==> config.mk <==
export PLATFORM = sky130hd
export DESIGN_NAME = camera_config
export DESIGN_NICKNAME = d
export VERILOG_FILES = /design/src/rtl/camera_config.sv
export SDC_FILE = /design/constraint.sdc
export NUM_CORES = 1
export LEC_CHECK = 0
export BUFFER_PORTS_ARGS = -buffer_cell sky130_fd_sc_hd__buf_2
export CORE_UTILIZATION = 35
export CTS_BUF_LIST = sky130_fd_sc_hd__clkbuf_4
export DETAILED_ROUTE_END_ITERATION = 6
export GPL_TIMING_DRIVEN = 0
export SLEW_MARGIN = 10
export SYNTH_ARGS = -nofsm -noshare
export SYNTH_HDL_FRONTEND = slang
export SYNTH_SLANG_ARGS = --single-unit
==> constraint.sdc <==
create_clock -name i_clk -period 2.2 [get_ports i_clk]
set_clock_uncertainty 0.05 [all_clocks]
set_input_delay 0.11 -clock i_clk [delete_from_list [all_inputs] [get_ports i_clk]]
set_output_delay 0.11 -clock i_clk [all_outputs]
set_load 0.005 [all_outputs]
==> src/rtl/camera_config.sv <==
// OV7670 bring-up sequencer: walks the register ROM and issues a write-only SCCB
// transaction for each {reg, value} entry, with a delay marker and an end marker.
module camera_config #(
    parameter int         CLK_FREQ     = 25_000_000,
    parameter int         SCCB_FREQ    = 100_000,
    parameter logic [7:0] DEV_ADDR     = 8'h42,
    parameter int         DELAY_CYCLES = 250_000
) (
    input  logic        i_clk,
    input  logic        i_rstn,
    input  logic        i_start,
    output logic [7:0]  o_addr,
    input  logic [15:0] i_dout,
    output logic        o_busy,
    output logic        o_done,
    output logic        o_sioc,
    output logic        o_siod,
    output logic        o_siod_oe
);

    localparam int QTR = CLK_FREQ / (4 * SCCB_FREQ);
    localparam int QW  = (QTR > 1) ? $clog2(QTR) : 1;
    localparam int DW  = (DELAY_CYCLES > 1) ? $clog2(DELAY_CYCLES) : 1;

    typedef enum logic [3:0] {
        S_IDLE, S_FETCH, S_WAIT, S_DECODE, S_START,
        S_BITS, S_STOP, S_GAP, S_DELAY, S_DONE
    } state_t;

    state_t         state_q, state_d;
    logic [QW-1:0]  qcnt_q;
    logic [1:0]     qtr_q;
    logic [4:0]     bit_idx_q;
    logic [DW-1:0]  dly_cnt_q;
    logic [15:0]    tx_data;
    logic [26:0]    tx_frame;

    logic bus_state, qtr_end, bit_end, dly_end, start_acc, entry_end, dc_bit;

    assign bus_state = (state_q == S_START) || (state_q == S_BITS) ||
                       (state_q == S_STOP)  || (state_q == S_GAP);
    assign qtr_end   = (qcnt_q == QW'(QTR - 1));
    assign bit_end   = qtr_end && (qtr_q == 2'd3);
    assign dly_end   = (dly_cnt_q == DW'(DELAY_CYCLES - 1));
    assign start_acc = i_start && ((state_q == S_IDLE) || (state_q == S_DONE));
    assign entry_end = ((state_q == S_GAP) && bit_end) || ((state_q == S_DELAY) && dly_end);

    // Each byte is followed by a released don't-care (ACK) slot; ACK is never sampled.
    assign tx_frame  = {DEV_ADDR, 1'b1, tx_data[15:8], 1'b1, tx_data[7:0], 1'b1};
    assign dc_bit    = (bit_idx_q == 5'd8) || (bit_idx_q == 5'd17) || (bit_idx_q == 5'd26);

    always_ff @(posedge i_clk or negedge i_rstn) begin
        if (!i_rstn) begin
            state_q <= S_IDLE;
        end else begin
            state_q <= state_d;
        end
    end

    always_comb begin
        state_d = state_q;
        case (state_q)
            S_IDLE, S_DONE: if (i_start) state_d = S_FETCH;
            S_FETCH:        state_d = S_WAIT;
            S_WAIT:         state_d = S_DECODE;
            S_DECODE: begin
                if (i_dout == 16'hFFFF)      state_d = S_DONE;
                else if (i_dout == 16'hFFF0) state_d = S_DELAY;
                else                         state_d = S_START;
            end
            S_START:        if (bit_end) state_d = S_BITS;
            S_BITS:         if (bit_end && (bit_idx_q == 5'd26)) state_d = S_STOP;
            S_STOP:         if (bit_end) state_d = S_GAP;
            S_GAP, S_DELAY: if (entry_end) state_d = (o_addr == 8'hFF) ? S_DONE : S_FETCH;
            default:        state_d = S_IDLE;
        endcase
    end

    always_comb begin
        o_busy    = 1'b1;
        o_done    = 1'b0;
        o_sioc    = 1'b1;
        o_siod    = 1'b1;
        o_siod_oe = 1'b0;
        case (state_q)
            S_IDLE: o_busy = 1'b0;
            S_DONE: begin
                o_busy = 1'b0;
                o_done = 1'b1;
            end
            S_START: begin
                o_siod_oe = 1'b1;
                o_siod    = (qtr_q == 2'd0);
                o_sioc    = !qtr_q[1];
            end
            S_BITS: begin
                o_siod_oe = !dc_bit;
                o_siod    = dc_bit ? 1'b1 : tx_frame[5'd26 - bit_idx_q];
                o_sioc    = qtr_q[1];
            end
            S_STOP: begin
                o_sioc    = (qtr_q != 2'd0);
                o_siod_oe = !qtr_q[1];
                o_siod    = qtr_q[1];
            end
            default: ;
        endcase
    end

    // Quarter/bit timing restarts from zero on entry to every bus phase.
    always_ff @(posedge i_clk or negedge i_rstn) begin
        if (!i_rstn) begin
            qcnt_q    <= '0;
            qtr_q     <= 2'd0;
            bit_idx_q <= 5'd0;
            dly_cnt_q <= '0;
        end else begin
            if (bus_state) begin
                if (qtr_end) begin
                    qcnt_q <= '0;
                    qtr_q  <= qtr_q + 2'd1;
                end else begin
                    qcnt_q <= qcnt_q + QW'(1);
                end
            end else begin
                qcnt_q <= '0;
                qtr_q  <= 2'd0;
            end

            if (state_q != S_BITS)  bit_idx_q <= 5'd0;
            else if (bit_end)       bit_idx_q <= bit_idx_q + 5'd1;

            if (state_q != S_DELAY) dly_cnt_q <= '0;
            else                    dly_cnt_q <= dly_cnt_q + DW'(1);
        end
    end

    always_ff @(posedge i_clk or negedge i_rstn) begin
        if (!i_rstn) begin
            o_addr <= 8'd0;
        end else if (start_acc) begin
            o_addr <= 8'd0;
        end else if (entry_end && (o_addr != 8'hFF)) begin
            o_addr <= o_addr + 8'd1;
        end
    end

    always_ff @(posedge i_clk) begin
        if (state_q == S_DECODE) tx_data <= i_dout;
    end

endmodule

; ---- Yosys cells after proc, flatten, opt, wreduce, memory -nomap -nowiden
; Index checks and enable logic that the tools add are counted.
[classes]
n_mux = 26
reduce_logical = 23
n_eq_ne = 27
magnitude_cmp = 1
addsub = 6
[op_table]
columns = op, n
row1 = $eq 16x16->1 const B, 2
row2 = $mux 4, 8
row3 = $pmux 4 s8, 1
row4 = $add 18x1->18 const B, 1
row5 = $eq 18x18->1 const B, 1
row6 = $mux 18, 1
row7 = $eq 4x3->1 const B, 4
row8 = $mux 8, 2
row9 = $mux 6, 2
row10 = $eq 5x5->1 const B, 2
row11 = $mux 5, 2
row12 = $pmux 1 s3, 3
row13 = $add 8x1->8 const B, 1
row14 = $eq 4x2->1 const B, 2
row15 = $eq 4x4->1 const B, 2
row16 = $eq 8x8->1 const B, 1
row17 = $ne 8x8->1 const B, 1
row18 = $logic_or 1x1->1, 7
row19 = $add 6x1->6 const B, 1
row20 = $eq 6x6->1 const B, 1
row21 = $logic_and 1x1->1, 6
row22 = $lt 5x6->1 const B, 1
row23 = $ne 2x1->1 const B, 3
row24 = $ne 2x2->1 const B, 3
row25 = other kinds (17), 25
[totals]
out_inout_bits = 13
in_bits = 19
wordCells = 90
register_bits = 59

; ---- Longest topological paths before layout
; Gate-level depths: netlist (run 1).
[logic_depth]
ltp_word = 7
mapped_depth = 9
ltp_nobuf = 8

; ---- Worst setup path after synthesis (run 1)
; No wires, ideal clock.
[synth_timing]
kind = register to register
from = register state_q[1]
to = register state_q[3]
setup_slack_ns = -0.184
required_ns = 2.069
n_path_buf = 1
setup_ns = 0.081
period_less_slack_ns = 2.384
arrival_ns = 2.253
stages_incl_launch_ff = 6
path_cell_list = dfrtp_1 -> clkbuf_1 -> nand2_1 -> nor3_1 -> a211oi_1 -> a21oi_1
[synth_via]
elab_chain_cells = 5
elab_cells_between_ends = 22
classes_between = eq/ne: 14 / mux: 1 / reduce/logical: 7
[synth_rtl]
columns = element, line_no
row1 = "start, declared", 30  ; state_t state_q, state_d;
row2 = "start signal, assigned", 56  ; state_q <= state_d;
row3 = $eq 4x3->1 or $eq 4x4->1 (tied branches), "46, 62"
row4 = $logic_and 1x1->1, 46  ; assign entry_end = ((state_q == S_GAP) && bit_end) || ((state_q == S_DELAY) && dly_end);
row5 = $logic_or 1x1->1, 46
row6 = $ne 2x2->1 (no source line), n/a
row7 = $reduce_and 5->1 (no source line), n/a
; Several ways; a longest one is shown, not always the timed one.
; A chain may end at the register's enable or synchronous reset.

; ---- Final worst setup path (run 1)
[layout_timing]
from = register bit_idx_q[1]
to = output o_siod
[layout_via]
elab_chain_cells = 5
elab_cells_between_ends = 10
classes_between = add/sub: 1 / eq/ne: 3 / mux: 4 / reduce/logical: 2
[layout_rtl]
columns = element, line_no
row1 = "start, declared", 33  ; logic [4:0] bit_idx_q;
row2 = "start signal, assigned", 131  ; else if (bit_end) bit_idx_q <= bit_idx_q + 5'd1;
row3 = $sub 5x5->5 (tied with other cells), 98  ; o_siod = dc_bit ? 1'b1 : tx_frame[5'd26 - bit_idx_q];
row4 = $bmux 1 s5 or $logic_or 1x1->1 (tied branches), "98, 50"
row5 = $mux 1 (not written as such) or $logic_or 1x1->1 (tied branches), "98, 50"
row6 = $mux 1 (*), 98
row7 = $pmux 1 s3 (*), 85  ; case (state_q)
row8 = "end, declared", 17  ; output logic o_siod,
; Every way passes the cells marked *; elsewhere a longest branch is shown, timed or not. The select of a mux whose other input is x is not followed.

==> results of run 1 <==
[cell type report]
class / instances / area (um^2) / share of cell area (%)
tap: 108 / 135 / 3.44
clock inverter: 5 / 46.3 / 1.18
multi-input combinational: 222 / 1620 / 41.2
sequential: 59 / 1560 / 39.7
inverter: 13 / 51.3 / 1.30
buffer: 10 / 60.1 / 1.53
clock buffer: 10 / 75.1 / 1.91
timing repair buffer: 55 / 385 / 9.80
[registers in the layout, indices dropped and copies added, names as in the netlist]
register,cells
bit_idx_q,5
o_addr,8
qcnt_q,6
state_q,4
tx_data,16
qtr_q,2
dly_cnt_q,18
[worst max-delay path: cells and delay by family, from the launching register on]
kind            cells  cell delay [ns]
flops               1             0.46
compound gates      4             0.63
buf+inv             2             0.26
mux                 1             0.33
fa+ha+maj           1             0.32
[synthesized netlist by cell type, drive strengths merged, types with 3 or more instances]
cell	count	area, um^2
a21oi	11	55.1
and2	5	31.3
and3	6	37.5
buf	3	21.3
clkbuf	8	30.0
dfrtp	43	1080
edfxtp	16	480
ha	10	125
inv	12	45.0
mux2i	4	40.0
nand2	19	71.3
nand3	16	80.1
nand3b	3	22.5
nand4	16	100
nor2	49	184
nor3	6	30.0
o21ai	9	45.0
xnor2	12	105
xor2	24	210
[worst max path at each step]
stage / from / endpoint / cells after the start
2_1_floorplan: bit_idx_q[0] / o_siod / 8
3_3_place_gp: bit_idx_q[0] / o_siod / 9
3_5_place_dp: bit_idx_q[0] / o_siod / 9
4_1_cts: bit_idx_q[0] / o_siod / 9
5_1_grt: bit_idx_q[0] / o_siod / 9
6_report: bit_idx_q[1] / o_siod / 8
[per-layer routing]
layer	wire, um	part of all wire [%]
met4	116	1.7
met1	3120	46
met5	0	0
met2	3320	49
met3	190	2.8
[what timing repair did]
action | CTS | global route
pin swaps | 9 | 5
setup buffers | 6 | 1
gates resized for setup | 28 | 8
hold buffers | 17 | 0
setup endpoints to repair | 22 | 12
endpoints found under the hold margin | 59 | 0
[power by group]
group	switching, uW	internal [uW]	leakage, uW
clock network	370	342	0.0000714
registers	75.0	1260	0.000735
logic	528	347	0.000817
total	973	1950	0.00162
[cells by family after synthesis]
logic type | after synthesis | synth area share, %
adder cells (fa/ha/maj) | 10 | 4.00
AND/OR/NAND/NOR | 135 | 21.8
buffers and inverters | 24 | 3.20
AO/OA/AOI/OAI | 33 | 7.83
XOR/XNOR | 36 | 10.1
flip-flops | 59 | 49.7
multiplexers | 8 | 3.44
[per-stage QoR]
step / power (uW) / hold slack, ns / TNS, ns / worst slack, ns
3_3_place_gp: 2180 / 0.251 / -1.07 / -0.419
2_1_floorplan: 1940 / -0.236 / 0 / 0.0781
5_1_grt: 3130 / 0.137 / -0.735 / -0.481
4_1_cts: 2970 / 0.105 / -0.502 / -0.341
6_report: 2920 / 0.127 / -0.486 / -0.344
3_5_place_dp: 2200 / 0.252 / -2.02 / -0.454
==> results.ini, run 1 <==
[cells_and_area]
design_area_um2=3930
final.fill_count=813
mostFrequentLayoutCell=nor2_1
layout_common_cells=nor2_1, dfrtp_1, buf_2, xor2_1, nand2_1
fin_nets=399
final_core_util_pct=45.3
num_antenna_cells=0
layout.cells.non_filler=482
final_layout_size_suffix_gt1_share_pct=23.5
syn_to_final_growth_pct=25.5

[global_route]
grt_pass1_wl_um=11200
busiest_layer=met2
antenna_found_initial=0
gr-usage-all-layers_pct=16.0
grt_pass1_vias=2413
grt_util_met2_pct=26.5
grtUsageMet1_pct=20.1
grt_max_degree=44
use_met3_pct=3.99
grt.overflow.total=0

[clock_tree]
root_buffer=clkbuf_4
numCtsBuffers=9
clk_pin_slew_ns=0.10
tritoncts=built
h-tree-depth=3
clkLatencyLatePin_ns=0.39
cts_sinks=59
clk_path_buf_depth=2

[flow_run]
drv_cap=0

[yosys]
synth.avg_cell_area_um2=10.3
mappedNetlistArea_um2=3130
synth_flop_cell=dfrtp_1
synth_edf_count=16
syn_nets=334
yosys_warnings=0
synth-seq-cells=59
ys_async_sr_fraction_pct=72.9
synth_cells=305
ys_seq_area_share_pct=49.7
yosys.cell_types.count=47

[timing]
period_minus_slack_ns=2.54
setup_slack_ns=-0.344
hold_viol_final=0
report.final.slew_viol_count=0
period_share_pct=116
setup_viol=3
tightest_slew_ns=0.986
clock.fmax_mhz=393
rsz0062_at_grt=yes
slew_headroom_pct=32.6

[floorplanning]
die_area_um2=9330
start_util_pct=36.1
io_pins=32
coreArea_um2=8680
die_w_um=96.6
num_rows=34
die_y_um=96.6

[power_and_ir_drop]
power.leakage_uw=0.00162
peakVddDrop_uv=281
powerDensity_nw_per_um2=744

[detailed_routing]
drc_errors=0
wl_um=6750
via_per_inst=4.99
num_vias=2405
postRouteAntennaNets=0
routedWlPerCell_um=14.0
drt_pass1_iterations=4
drt_iter0_drc=83

[worst_setup_path]
slowest_stage=dfrtp_2
cp_max_fo=6
worstSetupEndpointType=output pin
reg2reg_depth=9
r2r-end=state_q[3]
slowest_delay_ns=0.46
cpMostUsedCell=a21oi_2
critical_path.startpoint_type=flop
criticalPathCategory=reg -> out
r2r_slack_ns=0.13
crit_chain=inv_1 -> ha_4 -> mux4_2 -> a21oi_2 -> a21oi_2 -> a221oi_2 -> o21ai_1 -> buf_2
reg2reg_from=qcnt_q[1]
arrival_ns=2.38
worstPathRequired_ns=2.04

[placed_design]
hpwl_um=4560
io_buffers=31
gp_congestion=0.790
dp.cells=444
dpl-instance-area_um2=3430

[min_path]
hp-class=in -> reg
whs_endpoint=state_q[2]
hold_path_depth=4
hp-start=i_start

[status]
violations=negative setup slack
status=finished with violations

Note: power is estimated with default switching activity, not from simulation.
==> inputs of run 2 (changes only) <==
CORE_ASPECT_RATIO = 1.4   (was not set)
==> run 2 against run 1 <==
  * The flow still finishes with violations (negative setup slack)
  * Worst hold slack improved by 0.015 ns
  * Sequential power barely moved
  * Register-to-register slack improved by 0.02 ns
  * Worst setup slack got worse by 0.014 ns
  * Count of clock-buffer cells in the layout rose by 2
  * Utilization rose by 1.2 points
  * Critical endpoint unchanged
  * Sequential share of layout area fell by 0.68 points
  * Via count rose by 2.1%
  * Largest power group unchanged
  * Non-clock buffer count rose by 5
  * Flip-flop and latch count did not move
  * Critical path type unchanged
  * First-iteration DRC count rose by 75%
  * Combinational power rose by 3.5%
==> results.ini, run 2 (same netlist as run 1, synthesis figures left out) <==
[floorplanning]
num_rows=40  ; was 34
start_util_pct=36.4  ; was 36.1%
die_y_um=114  ; was 96.6 um
io_pins=32  ; unchanged
coreArea_um2=8610  ; was 8680 um^2
die_w_um=81.9  ; was 96.6 um
die_area_um2=9340  ; was 9330 um^2

[worst_setup_path]
r2r-end=o_addr[2]  ; was state_q[3]
critPathLaunch=bit_idx_q[0]  ; was bit_idx_q[1]
critical_path.startpoint_type=flop  ; unchanged
r2r_slack_ns=0.15  ; was 0.13 ns
cp_max_fo=5  ; was 6
reg2reg_depth=9  ; unchanged
criticalPathCategory=reg -> out  ; unchanged
worstPathRequired_ns=2.04  ; about the same
reg2reg_from=qcnt_q[1]  ; unchanged
arrival_ns=2.40  ; was 2.38 ns
worstSetupEndpointType=output pin  ; unchanged

[cells_and_area]
largest_reg_flops=18  ; unchanged
syn_to_final_growth_pct=27.8  ; was 25.5%
mostFrequentLayoutCell=nor2_1  ; unchanged
top_register=dly_cnt_q  ; unchanged
layout_common_cells=nor2_1, dfrtp_1, buf_2, xor2_1  ; was nor2_1, dfrtp_1, buf_2, xor2_1, nand2_1
final_layout_size_suffix_gt1_share_pct=25.3  ; was 23.5%
fin_nets=404  ; was 399
num_antenna_cells=0  ; unchanged
reg_top3=dly_cnt_q x18, tx_data x16, o_addr x8  ; unchanged

[detailed_routing]
num_vias=2456  ; was 2405
postRouteAntennaNets=0  ; unchanged
drt_iter0_drc=145  ; was 83
via_per_inst=5.06  ; was 4.99
drc_errors=0  ; unchanged
wl_um=6660  ; was 6750 um
routedWlPerCell_um=13.7  ; was 14.0 um
drt_pass1_iterations=4  ; unchanged

[timing]
hold_viol_final=0  ; unchanged
whs_ns=0.143  ; was 0.127 ns
rsz0062_at_grt=yes  ; unchanged
period_share_pct=116  ; about the same
tightest_slew_ns=0.968  ; was 0.986 ns
period_minus_slack_ns=2.56  ; was 2.54 ns
slew_headroom_pct=35.5  ; was 32.6%
fin_tns_setup_ns=-0.357  ; was -0.486 ns
clock.fmax_mhz=391  ; was 393 MHz
setup_slack_ns=-0.357  ; was -0.344 ns
setup_viol=1  ; was 3
report.final.slew_viol_count=0  ; unchanged

[global_route]
gr-usage-all-layers_pct=16.0  ; about the same
grt_max_degree=44  ; unchanged
grt.overflow.total=0  ; unchanged
grt_pass1_vias=2418  ; was 2413
grt_pass1_wl_um=11200  ; about the same
antenna_found_initial=0  ; unchanged

[placed_design]
hpwl_um=4570  ; was 4560 um
io_buffers=31  ; unchanged
gp_congestion=0.772  ; was 0.790
pre_cts_ws_ns=-0.482  ; was -0.454 ns

[clock_tree]
h-tree-depth=3  ; unchanged
cts_sinks=59  ; unchanged
clkLatencyLatePin_ns=0.40  ; was 0.39 ns
root_buffer=clkbuf_4  ; unchanged
clk_pin_slew_ns=0.10  ; about the same
tritoncts=built  ; unchanged
numCtsBuffers=9  ; unchanged
clk_path_buf_depth=2  ; unchanged

[min_path]
whs_endpoint=state_q[2]  ; unchanged
hp-class=in -> reg  ; unchanged
hold_path_depth=4  ; unchanged
hp-start=i_start  ; unchanged

[power_and_ir_drop]
peakVddDrop_uv=278  ; was 281 uV
power.leakage_uw=0.00166  ; was 0.00162 uW
powerDensity_nw_per_um2=747  ; was 744 nW/um^2

[status]
violations=negative setup slack  ; unchanged
status=finished with violations  ; unchanged

[flow_run]
drv_cap=0  ; unchanged

[run 2: changes by cell type in the layout (fill, tap and decap cells not counted), sizes merged]
cell	previous run	this run
buf	42	47
clkbuf	16	18
inv	13	12
[run 2: repair_timing]
item / 4_1_cts / 5_1_grt
hold endpoints to repair: 59 / 0
pin swaps: 12 / 11
setup buffers: 7 / 5
hold buffers: 17 / 0
gates resized for setup: 30 / 11
endpoints found under the setup margin: 21 / 12
[run 2: how the worst max path moves through the flow]
stage                     endpoint  slack [ns]  cells after the start
after CTS                   o_siod       -0.35                      9
after global routing        o_siod       -0.46                      8
after detailed placement    o_siod       -0.48                      9
after floorplan             o_siod        0.08                      8
final                       o_siod       -0.36                      9
after global placement      o_siod       -0.47                      9
[run 2: worst max-delay path, cell delays in order, from the launching register on]
cell,delay [ns]
dfrtp_2,0.42
buf_8,0.12
inv_6,0.03
ha_4,0.29
mux4_2,0.33
a21oi_2,0.18
a21oi_2,0.07
a221oi_2,0.28
o21ai_1,0.13
buf_2,0.15
[run 2: through the flow]
step	utilization (%)	power, uW	instances	instance area [um^2]
3_3_place_gp	39.8	2180	441	3420
3_5_place_dp	39.8	2200	441	3420
6_report	46.5	2990	485	4000
5_1_grt	46.5	3200	485	4000
2_1_floorplan	-	1940	305	3140
4_1_cts	45.5	3000	481	3920
[run 2: layer usage]
layer	GRT usage, %	wire length, um	vias up	part of all wire [%]
met4	7.72	164	0	2.5
li1	-	-	1216	-
met1	18.7	2800	1190	42
met3	3.52	172	17	2.6
met2	27.0	3520	33	53
met5	0	0	-	0
[run 2: power breakdown]
group | switching, uW | internal (uW)
registers | 74.3 | 1260
clock network | 372 | 377
logic | 536 | 370
[run 2: final cells by class]
type	instances	area [um^2]
fill	805	4610
multi-input combinational	222	1630
sequential	59	1560
timing repair buffer	60	435
tap	105	131
clock buffer	12	90.1
buffer	10	60.1
inverter	13	53.8
clock inverter	4	42.5
